**src/rtl/traffic_controller.sv**
```systemverilog
// rtl/traffic_controller.sv - two-way intersection light controller with walk phase
// Optional walk phase: define TRAFFIC_CONTROLLER_WALK_EN.
module traffic_controller #(
  parameter int TICK_DIV = 1,
  parameter int BASE_DEF = 6,
  parameter int EXT_DEF  = 3,
  parameter int YEL_DEF  = 2
) (
  input  logic       clk,
  input  logic       reset,
  input  logic       sensor,
  input  logic       walk_request,
  input  logic       reprogram,
  input  logic [1:0] time_param_selector,
  input  logic [3:0] time_value,
  output logic       Rm,
  output logic       Ym,
  output logic       Gm,
  output logic       Rs,
  output logic       Ys,
  output logic       Gs,
  output logic       W
);

  localparam int PW = (TICK_DIV > 1) ? $clog2(TICK_DIV) : 1;

  typedef enum logic [2:0] {
    MG1  = 3'd0,
    MG2  = 3'd1,
    MY   = 3'd2,
    WALK = 3'd3,
    SG1  = 3'd4,
    SG2  = 3'd5,
    SY   = 3'd6
  } state_t;

  state_t        state_q, state_d;
  logic [3:0]    timer_q, timer_d;
  logic [PW-1:0] presc_q, presc_d;
  logic [3:0]    tbase_q, tbase_d;
  logic [3:0]    text_q, text_d;
  logic [3:0]    tyel_q, tyel_d;
  logic          tick, expire, walk_pending;

`ifdef TRAFFIC_CONTROLLER_WALK_EN
  logic walk_q, walk_d;
  assign walk_pending = walk_q;
`else
  logic unused_walk_request;
  assign unused_walk_request = walk_request;
  assign walk_pending = 1'b0;
`endif

  always_ff @(posedge clk or posedge reset) begin
    if (reset) begin
      state_q <= MG1;
      timer_q <= 4'(BASE_DEF);
      presc_q <= '0;
      tbase_q <= 4'(BASE_DEF);
      text_q  <= 4'(EXT_DEF);
      tyel_q  <= 4'(YEL_DEF);
`ifdef TRAFFIC_CONTROLLER_WALK_EN
      walk_q  <= 1'b0;
`endif
    end else begin
      state_q <= state_d;
      timer_q <= timer_d;
      presc_q <= presc_d;
      tbase_q <= tbase_d;
      text_q  <= text_d;
      tyel_q  <= tyel_d;
`ifdef TRAFFIC_CONTROLLER_WALK_EN
      walk_q  <= walk_d;
`endif
    end
  end

  always_comb begin
    tick    = (presc_q == PW'(TICK_DIV - 1));
    presc_d = tick ? '0 : presc_q + 1'b1;
    // A remaining count of 0 (programmed zero) expires like 1.
    expire  = tick && (timer_q <= 4'd1);
    state_d = state_q;
    if (expire) begin
      case (state_q)
        MG1:     state_d = sensor ? MY : MG2;
        MG2:     state_d = MY;
        MY:      state_d = walk_pending ? WALK : SG1;
        WALK:    state_d = SG1;
        SG1:     state_d = sensor ? SG2 : SY;
        SG2:     state_d = SY;
        default: state_d = MG1;
      endcase
    end

    timer_d = timer_q;
    if (expire) begin
      case (state_d)
        MY, SY:    timer_d = tyel_q;
        WALK, SG2: timer_d = text_q;
        default:   timer_d = tbase_q;
      endcase
    end else if (tick) begin
      timer_d = timer_q - 4'd1;
    end

    tbase_d = tbase_q;
    text_d  = text_q;
    tyel_d  = tyel_q;
    if (reprogram) begin
      case (time_param_selector)
        2'b00:   tbase_d = time_value;
        2'b01:   text_d  = time_value;
        2'b10:   tyel_d  = time_value;
        default: ;
      endcase
      state_d = MG1;
      timer_d = (time_param_selector == 2'b00) ? time_value : tbase_q;
      presc_d = '0;
    end

`ifdef TRAFFIC_CONTROLLER_WALK_EN
    walk_d = walk_q | walk_request;
    if (state_q != WALK && state_d == WALK) walk_d = 1'b0;
`endif
  end

  always_comb begin
    Rm = 1'b0; Ym = 1'b0; Gm = 1'b0;
    Rs = 1'b0; Ys = 1'b0; Gs = 1'b0;
    W  = 1'b0;
    case (state_q)
      MG1, MG2: begin Gm = 1'b1; Rs = 1'b1; end
      MY:       begin Ym = 1'b1; Rs = 1'b1; end
`ifdef TRAFFIC_CONTROLLER_WALK_EN
      WALK:     begin Rm = 1'b1; Rs = 1'b1; W = 1'b1; end
`endif
      SG1, SG2: begin Rm = 1'b1; Gs = 1'b1; end
      SY:       begin Rm = 1'b1; Ys = 1'b1; end
      default:  begin Gm = 1'b1; Rs = 1'b1; end
    endcase
  end

endmodule

```
**config.mk**
```make
export PLATFORM = sky130hd
export DESIGN_NAME = traffic_controller
export DESIGN_NICKNAME = d
export VERILOG_FILES = /design/src/rtl/traffic_controller.sv
export SDC_FILE = /design/constraint.sdc
export NUM_CORES = 1
export LEC_CHECK = 0
export ABC_CLOCK_PERIOD_IN_PS = 1900
export CAP_MARGIN = 10
export CELL_PAD_IN_SITES_DETAIL_PLACEMENT = 1
export CELL_PAD_IN_SITES_GLOBAL_PLACEMENT = 2
export CORE_ASPECT_RATIO = 0.9
export CORE_UTILIZATION = 33
export DETAILED_ROUTE_END_ITERATION = 10
export GPL_TIMING_DRIVEN = 0
export PLACE_DENSITY_LB_ADDON = 0.2
export SLEW_MARGIN = 15
export SYNTH_ARGS = -nofsm -noshare
export SYNTH_HDL_FRONTEND = slang
export SYNTH_SLANG_ARGS = --single-unit
```
**constraint.sdc**
```tcl
create_clock -name clk -period 1.9 [get_ports clk]
set_input_delay 0.19 -clock clk [delete_from_list [all_inputs] [get_ports clk]]
set_output_delay 0.19 -clock clk [all_outputs]
set_load 0.02 [all_outputs]
```
==> results of run 1 <==
==> cell families (layout without fill, tap and decap cells) <==
family	after synthesis	after routing	share of synthesized area [%]
XOR/XNOR	4	4	3.52
flip-flops	19	19	40.1
adder cells (fa/ha/maj)	2	2	2.07
AO/OA/AOI/OAI	27	27	17.2
other	1	1	0.310
AND/OR/NAND/NOR	38	38	16.8
buffers and inverters	14	33	5.49
multiplexers	16	16	14.6
==> cell usage in the layout, fill, tap and decap left out, types with 2 or more instances in the layout <==
cell | Yosys | final
ha_4 | 0 | 2
a2111oi_2 | 1 | 3
dfstp_2 | 7 | 7
inv_1 | 7 | 6
nor2b_1 | 2 | 2
and2_1 | 3 | 3
buf_6 | 1 | 2
nand3b_1 | 2 | 2
nor2_1 | 10 | 9
xor2_1 | 2 | 2
clkdlybuf4s50_1 | 0 | 8
nand2_1 | 7 | 6
clkbuf_8 | 0 | 3
mux2_2 | 13 | 13
o311ai_1 | 4 | 3
dlygate4sd2_1 | 0 | 5
clkbuf_1 | 2 | 2
a21oi_1 | 7 | 7
nand3_1 | 2 | 2
and3_1 | 3 | 3
buf_4 | 1 | 3
mux2i_1 | 3 | 3
dfrtp_1 | 12 | 12
a31oi_1 | 2 | 2
nor3_1 | 3 | 3
==> layer usage <==
layer	share of wire [%]	vias up	routed length, um
li1	-	478	-
met3	2.6	4	82
met2	50	14	1560
met4	0.74	0	23
met5	0	-	0
met1	46	499	1450
==> power groups by stage <==
stage / logic, uW / registers (uW) / clock network [uW]
6_report: 913 / 632 / 287
3_3_place_gp: 722 / 621 / 0
3_5_place_dp: 738 / 627 / 0
4_1_cts: 817 / 624 / 300
5_1_grt: 986 / 649 / 313
2_1_floorplan: 539 / 599 / 0
==> flip-flops by register name, indices dropped and copies added, names as in the netlist <==
name,count
tbase_q,4
text_q,4
timer_q,4
tyel_q,4
state_q,3
==> repair_timing <==
action	CTS	global route
hold buffers	0	0
pin swaps	3	3
setup buffers	1	0
endpoints found under the setup margin	7	4
gates resized for setup	16	11
==> path summary, 6_finish.rpt <==
path                                          endpoint                  start  cells after the start
worst max-delay path              timer_q[1]$_DFF_PP1_   timer_q[1]$_DFF_PP1_                      7
min in group clk                  timer_q[1]$_DFF_PP1_              reprogram                      4
worst min register to register   tyel_q[3]$_DFFE_PP0P_  tyel_q[3]$_DFFE_PP0P_                      1
worst max register to register    timer_q[1]$_DFF_PP1_   timer_q[1]$_DFF_PP1_                      7
worst min-delay path             tyel_q[3]$_DFFE_PP0P_                  reset                      2
max in group asynchronous       tbase_q[0]$_DFFE_PP0P_                  reset                      2
==> layout make-up <==
type                       instances  share of cell area (%)
multi-input combinational         88                    47.7
sequential                        19                    31.3
timing repair buffer              15                    9.31
tap                               44                    3.56
buffer                             7                    3.24
clock buffer                       3                    2.67
inverter                           7                    1.70
clock inverter                     1                   0.486
==> per-stage QoR <==
| stage | TNS, ns | total power [uW] | cell area [um^2] | hold WS [ns] | std cells |
|---|---|---|---|---|---|
| after global placement | -0.232 | 1340 | 1400 | 0.498 | 179 |
| after floorplan | 0 | 1140 | 1210 | 0.136 | 121 |
| after detailed placement | -0.417 | 1360 | 1400 | 0.503 | 179 |
| final | 0 | 1830 | 1550 | 0.340 | 184 |
| after CTS | 0 | 1740 | 1490 | 0.368 | 184 |
| after global routing | -0.0800 | 1950 | 1550 | 0.414 | 184 |
==> qor.csv, run 1 <==
metric,value,unit
status,completed,
gp_routability_congestion,0.822,
start_util,35.3,%
path_clk_slew,0.07,ns
root_buffer,clkbuf_8,
h-tree-depth,1,
crit_family,compound AO/OA/AOI/OAI gates,
wl_per_cell,16.9,um
cts_sinks,19,
avgSynthCellArea,9.99,um^2
p_int,1080,uW
path_class,reg -> reg,
yosysMostFrequentCell,mux2_2,
multi_input_area,737,um^2
met2_usage,28.7,%
worstMarginPinSlew,0.701,ns
grt_pass1_wl,5110,um
clockBufferDepth,2,
gr-max-usage-layer,met2,
wl,3110,um
final_nets,154,
syn_inst,121,
p_clk_share,15.7,%
portBuffers,14,
yosysUniqueCellTypes,44,
postRouteAntennaNets,0,
crit_path_cell_trace,inv_2 > ha_4 > or2_1 > buf_6 > a21oi_4 > o311ai_1 > a221oi_1,
rsz0062_at_grt,true,
viasPerCell,5.41,
switching_share,40.9,%
clock_latency,0.26,ns
timing.reg2reg.setup_slack,0.005,ns
coreArea,3430,um^2
slowest_delay,0.54,ns
area_growth_syn_to_layout,27.8,%
synth_seq_cells,19,
synth_top_flop_cell,dfrtp_1,
syn_area,1210,um^2
yosys-top-cells-count,"13 x mux2_2, 12 x dfrtp_1, 10 x nor2_1",
dp_hpwl,2370,um
period_share,99.8,%
global_route.usage.total,17.9,%
period_minus_slack,1.90,ns
synthTopCellsByArea,"dfrtp_1 25%, dfstp_2 15%, mux2_2 12%, nor2_1 3.1%, a21oi_1 2.9%",
power_frac_seq,34.5,%
post-route-util,45.1,%
place_ws,-0.183,ns
synth.yosys.seq_area_share,40.1,%
first_global_vias,1022,
drc,0,
vias,995,
grtUsageMet3,4.23,%
async_flop_share,100,%
drive_gt1_share,31.4,%
synth_largest_area_cell,dfrtp_1,
die_area,3910,um^2
num_antenna_cells,0,
final_hold_viol_count,0,
slowest_stage,dfstp_2,
grt_max_degree,20,
synth-edff-count,0,
fp-row-count,20,
report.final.slew_viol_count,0,
yosys_warnings,0,
cap_violations,0,
antenna_found_initial,0,
firstDrtPassIters,4,
peakVddDrop,0.000546,V
die_h,59.4,um
worstPathArrival,2.04,ns
worst_setup_path_end_kind,register,
cts_made_buffers,3,
ioPinCount,18,
syn-num-nets,134,
grt_remaining_overflow,0,
slew_headroom,53.2,%
met1_usage,23.8,%
timing.final.ws_setup,0.00455,ns
required,2.05,ns
p_leak,0.000637,uW
nFillCells,381,
die_w,65.8,um
cp_max_fo,6,
hp-class,in -> async,
path_buf_inv,2,
synth_top_area_share,24.8,%
seqCellArea,484,um^2
p_sw,749,uW
critPathLaunchType,register,
skew,0.00253,ns
fmax,528,MHz
setup_viol,0,
power_density,1190,nW/um^2
drt_iter0_drc,16,
p_comb_share,49.8,%
cts_tree,yes,
Power figures use the tool's default switching activity.
==> run 2: changes to the inputs <==
--- a/config.mk
+++ b/config.mk
@@ -5,12 +5,12 @@
 export SDC_FILE = /design/constraint.sdc
 export NUM_CORES = 1
 export LEC_CHECK = 0
-export ABC_CLOCK_PERIOD_IN_PS = 1900
+export ABC_CLOCK_PERIOD_IN_PS = 1700
 export CAP_MARGIN = 10
 export CELL_PAD_IN_SITES_DETAIL_PLACEMENT = 1
 export CELL_PAD_IN_SITES_GLOBAL_PLACEMENT = 2
 export CORE_ASPECT_RATIO = 0.9
-export CORE_UTILIZATION = 33
+export CORE_UTILIZATION = 30
 export DETAILED_ROUTE_END_ITERATION = 10
 export GPL_TIMING_DRIVEN = 0
 export PLACE_DENSITY_LB_ADDON = 0.2
@@ -18,3 +18,4 @@
 export SYNTH_ARGS = -nofsm -noshare
 export SYNTH_HDL_FRONTEND = slang
 export SYNTH_SLANG_ARGS = --single-unit
+export TNS_END_PERCENT = 5
==> constraint.sdc (replaced) <==
create_clock -name clk -period 1.7 [get_ports clk]
set_input_delay 0.17 -clock clk [delete_from_list [all_inputs] [get_ports clk]]
set_output_delay 0.17 -clock clk [all_outputs]
set_load 0.02 [all_outputs]
==> run 2 against run 1 <==
Effect of this change:
- sequential share of layout area is 0.18 points lower
- clock skew is 0.0014 ns lower
- non-clock buffer count is 2 higher
- total power is 12% higher
- sequential power is 12% higher
- the run now ends with setup timing left
- critical path type unchanged
- cell count is 2.2% higher
- clock-buffer cell count is 1 higher
- largest power group unchanged
- wire length is 1.3% higher
- die area is 9.7% higher
- via count is 0.30% lower
==> qor.csv, run 2 (synthesized netlist as in run 1, its figures left out) <==
metric,value,unit,change
cts_made_buffers,3,,unchanged
drt_iter0_drc,18,,+2
drc,0,,unchanged
area_growth_syn_to_layout,28.6,%,
gp_routability_congestion,0.817,,-0.58%
setup_viol,4,,+4
reg2reg_from,timer_q[1]$_DFF_PP1_,,
required,1.86,ns,-0.19 ns
die_area,4290,um^2,+9.7%
power,2060,uW,+12%
dp.cells,181,,+1.1%
clock_latency,0.26,ns,about the same
layout_common_cells,"13 x mux2_2, 12 x dfrtp_1, 9 x nor2_1",,
worstPathArrival,1.96,ns,-0.08 ns
rsz0062_at_grt,true,,
power_density,1320,nW/um^2,+12%
hp-class,in -> async,,
final_hold_viol_count,0,,unchanged
grt_pass1_wl,5090,um,-0.27%
p_clk_share,15.8,%,about the same
ioPinCount,18,,unchanged
die_h,62.2,um,+4.7%
peakVddDrop,0.000423,V,-22%
slowest_delay,0.54,ns,about the same
p_comb_share,49.9,%,about the same
dp_hpwl,2450,um,+3.3%
start_util,31.9,%,-3.3 points
global_route.usage.total,16.0,%,-1.8 points
cts_tree,yes,,
root_buffer,clkbuf_8,,
h-tree-depth,1,,unchanged
viasPerCell,5.28,,-2.4%
status,finished with violations,,
power_frac_seq,34.4,%,about the same
die_w,68.9,um,+4.7%
ff2ff_path_depth,7,,unchanged
wl_per_cell,16.8,um,-0.87%
antenna_found_initial,0,,unchanged
p_leak,0.000625,uW,-1.8%
first_global_vias,1009,,-1.3%
crit_path_cell_trace,inv_2 > ha_4 > or2_0 > buf_4 > a21oi_4 > o311ai_2 > a221oi_2,,
crit_family,compound AO/OA/AOI/OAI gates,,
slowest_stage,dfstp_2,,
cap_violations,0,,unchanged
num_antenna_cells,0,,unchanged
timing.reg2reg.setup_slack,-0.1,ns,-0.10 ns
skew,0.00118,ns,-0.00135 ns
final_nets,156,,+1.3%
tns,-0.325,ns,-0.325 ns
cts_sinks,19,,unchanged
worst_setup_path_end_kind,register,,
coreArea,3780,um^2,+10%
fmax,556,MHz,+5.3%
timing.final.ws_setup,-0.0994,ns,-0.104 ns
p_sw,830,uW,+11%
vias,992,,-0.30%
layout_commonest_cell,mux2_2,,
grt_remaining_overflow,0,,unchanged
grt_max_degree,20,,unchanged
critPathLaunchType,register,,
fin_cells,188,,+2.2%
period_share,106,%,+6.1 points
wl,3150,um,+1.3%
portBuffers,14,,unchanged
cp_max_fo,4,,-2
report.final.slew_viol_count,0,,unchanged
switching_share,40.3,%,-0.59 points
path_class,reg -> reg,,
postRouteAntennaNets,0,,unchanged
critPathLaunch,timer_q[1]$_DFF_PP1_,,
fp-row-count,21,,+5.0%
violations,setup timing,,
drive_gt1_share,34.5,%,+3.1 points
p_int,1230,uW,+13%
path_buf_inv,2,,unchanged
reg2reg_to,timer_q[0]$_DFF_PP0_,,
path_clk_slew,0.07,ns,about the same
cts_hold_repair.buffers,0,,unchanged
clockBufferDepth,2,,unchanged
firstDrtPassIters,4,,unchanged
worstMarginPinSlew,0.726,ns,+0.0254 ns
period_minus_slack,1.80,ns,-0.0961 ns
slew_headroom,51.5,%,-1.7 points
-- run 2: power groups by stage --
stage                     combinational (uW)  sequential (uW)  clock (uW)
final                                   1030              708         325
after global routing                    1110              727         358
after CTS                                891              699         334
after detailed placement                 834              706           0
after global placement                   818              697           0
after floorplan                          615              670           0
-- run 2: area by class of cell --
class	count	area, um^2
Timing Repair Buffer	17	151
Buffer	7	48.8
Sequential cell	19	484
Tap cell	46	57.6
Fill cell	436	2230
Inverter	7	26.3
Clock buffer	4	45.0
Multi-Input combinational cell	88	741
-- run 2: worst register-to-register path: cells and delay by family, from the launching register on --
family / cells / cell delay, ns
adder cells (fa/ha/maj): 1 / 0.16
AO/OA/AOI/OAI: 3 / 0.56
buffers and inverters: 2 / 0.22
AND/OR/NAND/NOR: 1 / 0.21
flip-flops: 1 / 0.54
-- run 2: what timing repair did --
item,in CTS,in global routing
setup endpoints to repair,10,9
buffers inserted,1,2
pin swaps,3,5
gates resized for setup,16,15
-- run 2: worst max path at each step --
| stage | endpoint | slack [ns] | depth (start not counted) |
|---|---|---|---|
| finish | timer_q[0]$_DFF_PP0_ | -0.1 | 7 |
| global route | timer_q[1]$_DFF_PP1_ | -0.17 | 7 |
| CTS | timer_q[1]$_DFF_PP1_ | -0.24 | 7 |
| detailed placement | timer_q[1]$_DFF_PP1_ | -0.26 | 7 |
| global placement | Rs | -0.23 | 6 |
| floorplan | timer_q[1]$_DFF_PP1_ | -0.00002 | 7 |
-- run 2: layer usage --
layer / part of all wire (%) / up-vias / GRT usage (%)
li1: - / 482 / -
met1: 50 / 493 / 23.7
met2: 47 / 13 / 24.3
met3: 1.9 / 4 / 1.65
met4: 1.1 / 0 / 4.59
met5: 0 / - / 0
-- run 2: metrics by stage --
stage                     setup WS, ns  hold WS (ns)  utilization, %  instance area (um^2)
after floorplan             -0.0000233         0.116               -                  1210
after detailed placement        -0.256         0.513            37.3                  1410
after global routing            -0.170         0.396            41.1                  1550
final                          -0.0994         0.327            41.1                  1550
after CTS                       -0.237         0.359            39.2                  1480
after global placement          -0.227         0.503            37.3                  1410
==> run 3: changes to the inputs <==
--- a/config.mk
+++ b/config.mk
@@ -12,7 +12,7 @@
 export CORE_ASPECT_RATIO = 0.9
 export CORE_UTILIZATION = 30
 export DETAILED_ROUTE_END_ITERATION = 10
-export GPL_TIMING_DRIVEN = 0
+export GPL_TIMING_DRIVEN = 1
 export PLACE_DENSITY_LB_ADDON = 0.2
 export SLEW_MARGIN = 15
 export SYNTH_ARGS = -nofsm -noshare
==> run 3 against run 2 <==
Effect of this change:
- the run still ends with setup timing left
- cell count increased by 5.3%
- final area increased by 8.7%
- first-iteration DRC count decreased by 5.6%
- via count increased by 4.3%
- highest routed layer unchanged
- total power increased by 12%
- die area unchanged
- clock power decreased by 3%
- non-clock buffer count increased by 10
- setup slack improved by 0.048 ns
- sequential power increased by 2%
- register-to-register slack improved by 0.05 ns
==> qor.csv, run 3 (synthesized netlist as in run 1, its figures left out) <==
metric,value,unit,change
status,finished with violations,,
violations,setup timing,,
setup_viol,4,,unchanged
layout_common_cells,"18 x buf_4, 13 x mux2_2, 10 x dfrtp_1",,
drt_iter0_drc,17,,-1
post-route-util,44.6,%,+3.6 points
path_clk_slew,0.07,ns,about the same
worst_setup_path_end_kind,register,,
cp_max_fo,4,,unchanged
multi_input_area,781,um^2,+5.4%
period_minus_slack,1.75,ns,-0.0480 ns
clock_latency,0.25,ns,about the same
nFillCells,434,,-0.46%
gp_routability_congestion,0.796,,-2.6%
postRouteAntennaNets,0,,unchanged
layout_commonest_cell,buf_4,,
grt_max_degree,20,,unchanged
dp.cells,192,,+6.1%
die_w,68.9,um,unchanged
area_growth_syn_to_layout,39.8,%,
root_buffer,clkbuf_8,,
die_h,62.2,um,unchanged
num_antenna_cells,0,,unchanged
period_share,103,%,-2.8 points
p_leak,0.000691,uW,+10%
fmax,571,MHz,+2.7%
path_class,reg -> reg,,
cap_violations,0,,unchanged
whs,0.232,ns,-0.0955 ns
clockBufferDepth,2,,unchanged
cts_sinks,19,,unchanged
cts_tree,yes,,
power_density,1370,nW/um^2,+3.1%
worstPathArrival,1.90,ns,-0.06 ns
cts_made_buffers,3,,unchanged
first_global_vias,1111,,+10%
start_util,31.9,%,unchanged
final_nets,166,,+6.4%
grt_pass1_wl,5660,um,+11%
final_hold_viol_count,0,,unchanged
viasPerCell,5.23,,-0.93%
timing.final.ws_setup,-0.0513,ns,+0.0480 ns
global_route.usage.total,17.7,%,+1.7 points
drive_gt1_share,42.1,%,+7.6 points
drc,0,,unchanged
report.final.slew_viol_count,0,,unchanged
fp-row-count,21,,unchanged
antenna_found_initial,0,,unchanged
dp_hpwl,2560,um,+4.6%
grt_remaining_overflow,0,,unchanged
ioPinCount,18,,unchanged
critPathLaunchType,register,,
vias,1035,,+4.3%
h-tree-depth,1,,unchanged
peakVddDrop,0.000526,V,+24%
rsz0062_at_grt,true,,
wl_per_cell,17.5,um,+4.5%
required,1.85,ns,about the same
coreArea,3780,um^2,unchanged
firstDrtPassIters,4,,unchanged
portBuffers,15,,+1
seqCellArea,487,um^2,+0.52%
skew,0.00103,ns,-0.000147 ns
die_area,4290,um^2,unchanged
wl,3470,um,+10%
place_ws,-0.200,ns,+0.0556 ns
fin_cells,198,,+5.3%
hp-class,in -> async,,
[run 3: changes by cell type in the layout (fill, tap and decap cells not counted), moves of 2 or more]
cell and change:
buf_4 +12, dfrtp_2 +2, dlygate4sd2_1 +4, clkbuf_1 -3, dfrtp_1 -2, o311ai_1 -2
clkbuf_2 -2
[run 3: power by group]
| part | internal, uW | switching [uW] |
|---|---|---|
| sequential | 600 | 122 |
| clock | 163 | 152 |
| combinational | 607 | 663 |
| total | 1370 | 936 |
[run 3: final timing paths]
| kind | from | end | slack [ns] | cells after the start |
|---|---|---|---|---|
| max in group asynchronous | reset | timer_q[2]$_DFF_PP1_ | 1.20 | 3 |
| setup / recovery | timer_q[1]$_DFF_PP1_ | timer_q[0]$_DFF_PP0_ | -0.05 | 6 |
| setup reg to reg | timer_q[1]$_DFF_PP1_ | timer_q[0]$_DFF_PP0_ | -0.05 | 6 |
| hold reg to reg | tyel_q[3]$_DFFE_PP0P_ | tyel_q[3]$_DFFE_PP0P_ | 0.51 | 1 |
| min in group clk | tyel_q[3]$_DFFE_PP0P_ | tyel_q[3]$_DFFE_PP0P_ | 0.51 | 1 |
| hold / removal | reset | state_q[0]$_DFF_PP0_ | 0.23 | 3 |
[run 3: final cells by class]
class	count	area share, %
clock inverters	1	0.296
well taps	46	3.41
multi-input cells	88	46.2
inverters	7	1.70
repair buffers	34	17.1
clock buffers	3	2.44
flip-flops and latches	19	28.8
[run 3: worst max-delay path, stage by stage, from the launching register on]
cell,delay (ns)
dfstp_2,0.56
inv_4,0.05
ha_4,0.15
or2_4,0.28
a21oi_4,0.19
o311ai_2,0.13
a221oi_2,0.29
[run 3: stage by stage]
stage | power, uW | cell area [um^2] | TNS (ns)
4_1_cts | 2160 | 1610 | -0.228
3_5_place_dp | 1710 | 1510 | -0.476
6_report | 2310 | 1690 | -0.152
2_1_floorplan | 1280 | 1210 | -0.0000233
3_3_place_gp | 1670 | 1510 | -0.314
5_1_grt | 2470 | 1690 | -0.445
[run 3: routing by layer]
| metal | track usage [%] | vias to the layer above | wire (um) |
|---|---|---|---|
| li1 | - | 499 | - |
| met1 | 25.5 | 526 | 1650 |
| met2 | 28.5 | 8 | 1750 |
| met3 | 2.39 | 2 | 53 |
| met4 | 2.30 | 0 | 19 |
| met5 | 0 | - | 0 |
[run 3: timing repair]
action / in CTS / in global routing
endpoints found under the setup margin: 11 / 5
setup buffers: 2 / 0
gates cloned: 0 / 0
resized for setup: 19 / 13
pin swaps: 5 / 8
hold buffers: 0 / 0
